**config.mk**
```make
export PLATFORM = sky130hd
export DESIGN_NAME = pixel_seq_ctrl
export DESIGN_NICKNAME = d
export VERILOG_FILES = /design/src/rtl/pixel_seq_ctrl.sv
export SDC_FILE = /design/constraint.sdc
export NUM_CORES = 1
export LEC_CHECK = 0
export ABC_AREA = 0
export CAP_MARGIN = 20
export CORE_MARGIN = 3
export CORE_UTILIZATION = 28
export CTS_CLUSTER_DIAMETER = 100
export DETAILED_ROUTE_END_ITERATION = 12
export DONT_BUFFER_PORTS = 1
export GPL_TIMING_DRIVEN = 0
export PLACE_DENSITY_LB_ADDON = 0.1
export SLEW_MARGIN = 0
export SYNTH_ARGS = -nofsm -noshare
export SYNTH_HDL_FRONTEND = slang
export SYNTH_SLANG_ARGS = --single-unit
```
**constraint.sdc**
```tcl
create_clock -name clk -period 2.2 [get_ports clk]
set_clock_uncertainty 0.05 [all_clocks]
set_input_delay 0.33 -clock clk [delete_from_list [all_inputs] [get_ports clk]]
set_output_delay 0.33 -clock clk [all_outputs]
set_load 0.02 [all_outputs]
```
**src/rtl/pixel_seq_ctrl.sv**
```systemverilog
// Frame sequencer for the pixel array: erase, expose, ADC ramp convert,
// then one-hot row reads; single-shot or free-running frames.
module pixel_seq_ctrl #(
    parameter int N_ROWS    = 4,
    parameter int ERASE_CYC = 5,
    parameter int EXP_W     = 8,
    parameter int DATA_W    = 8,
    parameter int READ_CYC  = 2,
    localparam int RW = (N_ROWS > 1) ? $clog2(N_ROWS) : 1
) (
    input  logic              clk,
    input  logic              reset,
    input  logic              start,
    input  logic              cont_mode,
    input  logic [EXP_W-1:0]  expose_time,
    output logic              erase,
    output logic              expose,
    output logic              convert,
    output logic [N_ROWS-1:0] read,
    output logic [DATA_W-1:0] adc_count,
    output logic [RW-1:0]     row_idx,
    output logic              busy,
    output logic              frame_done
);

    localparam int EC_W = $clog2(ERASE_CYC + 1);
    localparam int RC_W = $clog2(READ_CYC + 1);
    localparam int CW0  = (EC_W > RC_W) ? EC_W : RC_W;
    localparam int CW   = (CW0 > EXP_W) ? CW0 : EXP_W;

    typedef enum logic [2:0] {
        IDLE,
        ERASE,
        EXPOSE,
        CONVERT,
        READ
    } state_t;

    state_t            r_state;
    logic [CW-1:0]     r_cnt;
    logic [RW-1:0]     r_row;
    logic [DATA_W-1:0] r_adc;
    logic [EXP_W-1:0]  r_exp;
    logic              r_done;

    state_t            w_state_n;
    logic [CW-1:0]     w_cnt_n;
    logic [RW-1:0]     w_row_n;
    logic [DATA_W-1:0] w_adc_n;
    logic [EXP_W-1:0]  w_exp_n;
    logic              w_done_n;
    logic [EXP_W-1:0]  w_exp_lat;

    // A zero exposure request still gets one expose cycle
    assign w_exp_lat = (expose_time == '0) ? EXP_W'(1) : expose_time;

    always_ff @(posedge clk) begin
        if (!reset) begin
            r_state <= IDLE;
            r_cnt   <= '0;
            r_row   <= '0;
            r_adc   <= '0;
            r_exp   <= '0;
            r_done  <= 1'b0;
        end else begin
            r_state <= w_state_n;
            r_cnt   <= w_cnt_n;
            r_row   <= w_row_n;
            r_adc   <= w_adc_n;
            r_exp   <= w_exp_n;
            r_done  <= w_done_n;
        end
    end

    always_comb begin
        w_state_n = r_state;
        w_cnt_n   = r_cnt;
        w_row_n   = r_row;
        w_adc_n   = '0;
        w_exp_n   = r_exp;
        w_done_n  = 1'b0;
        unique case (r_state)
            IDLE: begin
                w_cnt_n = '0;
                w_row_n = '0;
                if (start) begin
                    w_state_n = ERASE;
                    w_exp_n   = w_exp_lat;
                end
            end
            ERASE: begin
                if (r_cnt == CW'(ERASE_CYC - 1)) begin
                    w_state_n = EXPOSE;
                    w_cnt_n   = '0;
                end else begin
                    w_cnt_n = r_cnt + CW'(1);
                end
            end
            EXPOSE: begin
                if (r_cnt == CW'(r_exp) - CW'(1)) begin
                    w_state_n = CONVERT;
                    w_cnt_n   = '0;
                end else begin
                    w_cnt_n = r_cnt + CW'(1);
                end
            end
            CONVERT: begin
                if (r_adc == '1) begin
                    w_state_n = READ;
                    w_row_n   = '0;
                    w_cnt_n   = '0;
                end else begin
                    w_adc_n = r_adc + DATA_W'(1);
                end
            end
            READ: begin
                if (r_cnt == CW'(READ_CYC - 1)) begin
                    w_cnt_n = '0;
                    if (r_row == RW'(N_ROWS - 1)) begin
                        w_row_n   = '0;
                        w_done_n  = 1'b1;
                        w_state_n = cont_mode ? ERASE : IDLE;
                        if (cont_mode) w_exp_n = w_exp_lat;
                    end else begin
                        w_row_n = r_row + RW'(1);
                    end
                end else begin
                    w_cnt_n = r_cnt + CW'(1);
                end
            end
            default: begin
                w_state_n = IDLE;
                w_cnt_n   = '0;
                w_row_n   = '0;
            end
        endcase
    end

    assign erase      = (r_state == ERASE);
    assign expose     = (r_state == EXPOSE);
    assign convert    = (r_state == CONVERT);
    assign read       = (r_state == READ) ? (N_ROWS'(1) << r_row) : '0;
    assign adc_count  = r_adc;
    assign row_idx    = r_row;
    assign busy       = (r_state != IDLE);
    assign frame_done = r_done;

endmodule

```
==> results of run 1 <==
## stage by stage
stage / setup TNS, ns / area, µm²
after detailed placement: -2.735 / 1959
after CTS: 0 / 2103
final: 0 / 2183
after global placement: -2.623 / 1959
after global routing: -0.1940 / 2183
after floorplan: 0 / 1863
## final cells by class
cell class,count,area [µm²]
multi-input combinational,160,1270
fill,694,4203
buffer,5,31.28
inverter,10,37.54
sequential,30,610.6
clock buffer,6,82.58
timing repair buffer,4,42.54
tap,77,96.34
clock inverter,2,12.51
## repair_timing
action	CTS	global route
buffers inserted	1	3
gates cloned	0	0
gates resized for setup	10	15
pin swaps	1	7
setup endpoints to repair	13	20
## cell families (layout without fill, tap and decap cells)
logic type	after synthesis	after routing	share of synthesized area
muxes	9	9	0.04836
xor gates and xnor gates	19	19	0.08932
adders and majority gates	9	9	0.06044
and+or+nand+nor	83	83	0.2599
DFF	30	30	0.3224
AOI/OAI and AO/OA	40	40	0.1813
buffers and inverters	16	27	0.03828
## registers in the layout, summed over array words and instances, names as in the netlist
name / cells
row_idx: 2
r_state: 3
frame_done: 1
r_cnt: 8
r_exp: 8
adc_count: 8
## cells in the mapped netlist (all sizes together), types with 4 or more instances
cell | n | area share
nand2 | 8 | 0.016
xnor2 | 12 | 0.056
inv | 10 | 0.020
o21ai | 12 | 0.040
and3 | 7 | 0.024
nor2 | 16 | 0.032
ha | 9 | 0.060
and2 | 5 | 0.017
nand2b | 6 | 0.023
xor2 | 7 | 0.033
nand3 | 11 | 0.030
a21oi | 4 | 0.011
clkbuf | 5 | 0.015
nor3 | 6 | 0.025
nor2b | 6 | 0.020
dfxtp | 30 | 0.32
mux2i | 9 | 0.048
a22oi | 5 | 0.023
## metal layers
layer  track usage  vias up
li1              -      756
met3       0.04045        4
met1        0.1688      691
met2        0.1870       32
met4       0.03347        0
met5             0        -
## power groups by stage
stage | logic (W) | clock network [W] | registers (W)
after global routing | 0.000872 | 0.000521 | 0.000677
after global placement | 0.000695 | 0 | 0.000664
after CTS | 0.000721 | 0.000499 | 0.000654
after floorplan | 0.000571 | 0 | 0.000646
final | 0.000777 | 0.000477 | 0.000666
after detailed placement | 0.000691 | 0 | 0.000666
## critical path: stages, from the launching register on
cell and delay [ns]:
dfxtp_4 0.35, or4_4 0.52, or3_1 0.36, a22oi_2 0.20, a41o_1 0.26, o21a_4 0.22
o31ai_2 0.07
## final timing paths
kind                                     end  slack (ns)      startpoint
worst max-delay path                r_cnt[3]        0.05        r_exp[5]
worst min-delay path                r_exp[3]        0.15  expose_time[3]
worst max register to register      r_cnt[3]        0.05        r_exp[5]
worst min register to register  adc_count[0]        0.47    adc_count[0]
==> results.cfg, run 1 <==
[detailed_routing]
wl_met2_mm = 2.028
route.top_layer_used = met4
wl_met1_mm = 2.227
vias = 1483
vias_per_cell = 5.044
drt_pre_antenna_iters = 4
wl_per_cell_um = 15.52
drt-total-wl_mm = 4.563
drc = 0
dr_wl_met3_um = 262
ant_nets = 0
drt_iter0_markers = 51

[outcome]
outcome = completed

[floorplan]
die_y_um = 87.57
initial_utilization = 0.2917
core_um2 = 6386
die_x_um = 87.57
rows = 29
die_area_um2 = 7669
io_pins = 31

[grt]
first_global_vias = 1420
antenna_found_initial = 0
grt_pass1_wl_mm = 7.300
grtUsageTotal = 0.1236
grt_max_degree = 11
grt_overflow_total = 0

[final_layout]
antenna_cells = 0
nets = 237
final_layout_size_suffix_gt1_frac = 0.2304
utilization = 0.3419
final_cell_mix = dfxtp_1 (24), nor2_1 (16), xnor2_1 (12)
areaGrowthSynthToFinish_pct = 17.19
layout_commonest_cell = dfxtp_1
final_cell_count_no_fill = 294

[power_and_ir_drop]
powerDensity_nw_per_um2 = 879.6
vdd_drop_max_mv = 0.3527
total_power_w = 0.001920
combPwrFrac = 0.405
clkPwrFrac = 0.249
seq_power_share = 0.347
p_leak_nw = 0.8029
intPower_w = 0.001187
switching_share = 0.3820
p_switching_w = 0.0007336

[logic_synthesis]
synth.ff_latch_count = 30
synthDistinctLibCells = 54
synth_seq_area_share = 0.3224
avgSynthCellArea_um2 = 9.044
syn_inst = 206
synth-edff-count = 0
syn_nets = 227
syn-cell-area_um2 = 1863
ys_warn_count = 0
synth_top_flop_cell = dfxtp_1
synthArstFlopShare = 0

[sta]
fin_crit_ns = 2.155
slew_headroom = 0.5711
fmax_mhz = 464.1
rsz0062_at_grt = true
worst_slew_pin_slew_ns = 0.6406
slew_viol_final = 0
final-setup-viol-count = 0
hold_viol = 0
worst_slack_ns = 0.04532
timing.hold.ws_ns = 0.1477
period_share = 0.9794

[placement]
hpwlAfterDp_mm = 3.394
dp_slack_ns = -0.3895
dp.cells = 283
io_buffer_count = 0
gp_congestion = 0.7640

[clock_tree]
htree_levels = 2
cts_tree = done
path_clk_slew_ns = 0.07
cts_buffer_depth = 2
cts_num_sinks = 30
insertion_delay_ns = 0.28
numCtsBuffers = 5
hold_buffers = 0
cts_root_buf = clkbuf_8

[critical_path]
crit_type = reg2reg
cp.required_ns = 2.31
ff2ff_path_depth = 6
endpoint_kind = register
worstPathMaxFanout = 7
arrival_ns = 2.26
startpoint_type = register

[job]
maxCapViolations = 0

[min_path]
hold_path_class = in2reg
min_path_cells = 2
Power figures use the tool's default switching activity.
==> run 2, diff against run 1 <==
CORE_ASPECT_RATIO = 1.25   (was not set)
CORE_MARGIN = not set   (was 3)
TNS_END_PERCENT = 100   (was not set)
==> results.cfg, run 2 (synthesis results as in run 1) <==
[grt]
grt_pass1_wl_mm = 7.265
grt_overflow_total = 0
grt_max_degree = 11
first_global_vias = 1475
antenna_found_initial = 0
grtUsageTotal = 0.1394

[power_and_ir_drop]
clkPwrFrac = 0.271
p_leak_nw = 0.7946
powerDensity_nw_per_um2 = 899.0
p_switching_w = 0.0007026
vdd_drop_max_mv = 0.2722
intPower_w = 0.001247
combPwrFrac = 0.387
switching_share = 0.3605
seq_power_share = 0.342

[clock_tree]
cts_num_sinks = 30
hold_buffers = 0
cts_buffer_depth = 2
htree_levels = 2
path_clk_slew_ns = 0.06
cts_tree = done
cts_root_buf = clkbuf_8
insertion_delay_ns = 0.28
numCtsBuffers = 5

[detailed_routing]
ant_nets = 0
drc = 0
wl_met1_mm = 2.059
drt-total-wl_mm = 4.489
vias = 1457
vias_per_cell = 4.825
wl_per_cell_um = 14.86
drt_iter0_markers = 42
route.top_layer_used = met4
dr_wl_met3_um = 177
drt_pre_antenna_iters = 4
wl_met2_mm = 2.182

[placement]
dp_slack_ns = -0.1147
dp.cells = 292
io_buffer_count = 0
hpwlAfterDp_mm = 3.378
gp_congestion = 0.7232

[final_layout]
nets = 237
final_layout_size_suffix_gt1_frac = 0.2120
layout_commonest_cell = dfxtp_1
final_cell_mix = dfxtp_1 (24), nor2_1 (16), xnor2_1 (12)
utilization = 0.3449
antenna_cells = 0
areaGrowthSynthToFinish_pct = 16.39
final_cell_count_no_fill = 302

[sta]
period_share = 0.9626
fin_crit_ns = 2.118
worst_slack_ns = 0.08222
hold_viol = 0
tns_ns = 0
fmax_mhz = 472.2
slew_viol_final = 0
rsz0062_at_grt = true
slew_headroom = 0.5666
final-setup-viol-count = 0
worst_slew_pin_slew_ns = 0.6473
timing.hold.ws_ns = 0.1571

[critical_path]
ff2ff_path_depth = 6
worstPathMaxFanout = 7
startpoint_type = register
r2r_end = r_cnt[3]
r2r_slack_ns = 0.08
reg2reg_from = r_exp[5]
endpoint_kind = register
crit_type = reg2reg
arrival_ns = 2.22
cp.required_ns = 2.31

[min_path]
min_path_cells = 2
hold_path_class = in2reg
whs_endpoint = r_exp[2]
min-delay-start = expose_time[2]

[floorplan]
die_area_um2 = 6986
core_um2 = 6286
initial_utilization = 0.2964
io_pins = 31
rows = 32
die_x_um = 74.96
die_y_um = 93.20

[outcome]
outcome = completed

[job]
maxCapViolations = 0
## run 2: metrics by stage
| stage | total power (W) | instance area [µm²] |
|---|---|---|
| after floorplan | 0.001217 | 1863 |
| after global placement | 0.001358 | 1969 |
| after detailed placement | 0.001361 | 1974 |
| after CTS | 0.001920 | 2110 |
| after global routing | 0.002087 | 2168 |
| final | 0.001949 | 2168 |
## run 2: cell type report
class,instances,area (µm²)
clock buffer,8,110.1
buffer,5,30.03
inverter,10,37.54
timing repair buffer,4,40.04
multi-input combinational,160,1236
fill,691,4118
sequential,30,608.1
tap,85,106.4
## run 2: how the worst max path moves through the flow
| stage | start | end | slack (ns) |
|---|---|---|---|
| after global routing | r_cnt[1] | r_state[0] | -0.02 |
| after global placement | r_state[2] | r_cnt[3] | -0.40 |
| after floorplan | r_state[1] | r_cnt[3] | 0.14 |
| final | r_exp[5] | r_cnt[3] | 0.08 |
| after CTS | r_exp[5] | r_cnt[3] | 0.009 |
| after detailed placement | r_state[1] | r_state[0] | -0.11 |
## run 2: critical path, cell delays in order, from the launching register on
cell and delay, ns:
dfxtp_2 0.34, or4_4 0.52, or3_1 0.36, a22oi_2 0.17, a41o_1 0.25, o21a_4 0.22
o31ai_2 0.08
## run 2: power groups by stage
stage	clock network [W]	logic, W	registers [W]
finish	0.000529	0.000754	0.000666
global placement	0	0.000693	0.000664
detailed placement	0	0.000696	0.000665
floorplan	0	0.000571	0.000646
global route	0.000576	0.000832	0.000679
CTS	0.000555	0.000711	0.000654
## run 2: metal layers
layer  track usage  vias up
li1              -      758
met1        0.1672      671
met2        0.2327       23
met3       0.03772        5
met4       0.05189        0
met5             0        -
## run 2: timing repair
action                                  in CTS  in global routing
pin swaps                                    1                  3
hold endpoints to repair                     0                  0
gates resized for setup                      6                 11
endpoints found under the setup margin       7                 20
buffers inserted                             1                  2
==> run 3, diff against run 2 <==
--- a/config.mk
+++ b/config.mk
@@ -9,5 +9,5 @@
 export CAP_MARGIN = 20
 export CORE_ASPECT_RATIO = 1.25
-export CORE_UTILIZATION = 28
+export CORE_UTILIZATION = 59
 export CTS_CLUSTER_DIAMETER = 100
 export DETAILED_ROUTE_END_ITERATION = 12
--- a/constraint.sdc
+++ b/constraint.sdc
@@ -3,3 +3,3 @@
 set_input_delay 0.33 -clock clk [delete_from_list [all_inputs] [get_ports clk]]
 set_output_delay 0.33 -clock clk [all_outputs]
-set_load 0.02 [all_outputs]
+set_load 0.1 [all_outputs]
==> results.cfg, run 3 (synthesis results as in run 1) <==
[outcome]
outcome = complete, but fails checks
violations = negative setup slack

[job]
maxCapViolations = 0

[final_layout]
multiInputGateArea_um2 = 1286
areaGrowthSynthToFinish_pct = 20.08
seqCellArea_um2 = 634.4
antenna_cells = 0
nets = 246
nFillCells = 212
utilization = 0.7525
layout_commonest_cell = dfxtp_1
final_cell_mix = dfxtp_1 (17), nor2_1 (16), xnor2_1 (12)
final_layout_size_suffix_gt1_frac = 0.2933

[clock_tree]
hold_buffers = 0
path_clk_slew_ns = 0.10
cts_num_sinks = 30
insertion_delay_ns = 0.33
numCtsBuffers = 5
cts_buffer_depth = 2
cts_root_buf = clkbuf_4
htree_levels = 2
cts_tree = done

[floorplan]
die_area_um2 = 3388
rows = 22
initial_utilization = 0.6267
core_um2 = 2973
die_x_um = 52.26
io_pins = 31
die_y_um = 64.83

[sta]
worst_slack_ns = -0.1852
period_share = 1.084
rsz0062_at_grt = true
hold_viol = 0
slew_viol_final = 0
fmax_mhz = 419.2
tns_ns = -1.189
final-setup-viol-count = 9
fin_crit_ns = 2.385
slew_headroom = 0.2281
worst_slew_pin_slew_ns = 1.157

[min_path]
min-delay-start = expose_time[1]
hold_path_class = in2reg

[detailed_routing]
drc = 0
vias = 1620
drt-total-wl_mm = 4.365
ant_nets = 0
wl_per_cell_um = 16.72
drt_pre_antenna_iters = 4
vias_per_cell = 6.207
drt_iter0_markers = 41

[placement]
dp_slack_ns = -0.3633
hpwlAfterDp_mm = 2.993
io_buffer_count = 0
gp_congestion = 0.8691

[critical_path]
setup.worst_path.start = r_state[2]
endpoint_kind = register
cp.required_ns = 2.41
crit_type = reg2reg
r2r_end = r_cnt[0]
r2r_slack_ns = -0.19
arrival_ns = 2.59
startpoint_type = register
reg2reg_from = r_state[2]
ff2ff_path_depth = 7
endpoint = r_cnt[0]
worstPathMaxFanout = 7

[grt]
grt_overflow_total = 0
first_global_vias = 1596
grt_max_degree = 11
grtUsageTotal = 0.2804
antenna_found_initial = 0
grt_pass1_wl_mm = 7.100

[power_and_ir_drop]
p_leak_nw = 0.8429
powerDensity_nw_per_um2 = 927.4
vdd_drop_max_mv = 0.7403
total_power_w = 0.002075
run 3: cell types whose count changed in the layout (fill, tap and decap cells not counted), moves of 2 or more:
| cell | delta |
|---|---|
| clkbuf_8 | -8 |
| buf_4 | +7 |
| dfxtp_1 | -7 |
| dfxtp_4 | +7 |
| clkbuf_4 | +5 |
| and3_1 | -4 |
| and3_2 | +4 |
| buf_2 | -2 |
| buf_6 | +2 |
| buf_8 | +2 |
| nand3_1 | -2 |
| nand3_2 | +2 |
| nor3b_4 | +2 |
run 3: how the worst min path moves through the flow:
stage | end | slack, ns | cells after the start
2_1_floorplan | r_exp[1] | 0.43 | 2
3_5_place_dp | r_exp[1] | 0.44 | 2
3_3_place_gp | r_exp[1] | 0.43 | 2
5_1_grt | r_exp[4] | 0.11 | 2
4_1_cts | r_exp[3] | 0.11 | 2
6_report | r_exp[1] | 0.12 | 2
run 3: layer usage:
metal | routed length [µm] | GRT usage
met3 | 212 | 0.07746
met2 | 2335 | 0.5000
met4 | 54 | 0.09539
met1 | 1762 | 0.3106
met5 | 0 | 0
run 3: worst max-delay path: stages, from the launching register on:
cell	delay, ns
dfxtp_4	0.37
buf_8	0.12
nor3b_4	0.92
inv_1	0.09
a41o_1	0.28
o21a_4	0.25
buf_4	0.14
o21ai_2	0.09
run 3: repair_timing:
item | 4_1_cts | 5_1_grt
buffers inserted | 4 | 6
setup endpoints to repair | 19 | 19
resized for setup | 20 | 11
pin swaps | 7 | 3
run 3: area by class of cell:
class | count | area share
inverters | 10 | 0.01678
multi-input cells | 160 | 0.5749
well taps | 36 | 0.02013
repair buffers | 12 | 0.05649
plain buffers | 6 | 0.02796
flip-flops and latches | 30 | 0.2836
clock buffers | 7 | 0.02013
run 3: where the power goes:
group / switching, W / internal, W
Sequential: 0.0000715 / 0.000588
Clock: 0.000181 / 0.000120
Combinational: 0.000652 / 0.000461
Total: 0.000905 / 0.00117
run 3: stage by stage:
stage               hold WS [ns]  area, µm²  instances
floorplan                 0.4272       1916        206
global placement          0.4300       1961        242
detailed placement        0.4364       1961        242
CTS                       0.1085       2088        253
global route              0.1141       2237        261
finish                    0.1155       2237        261
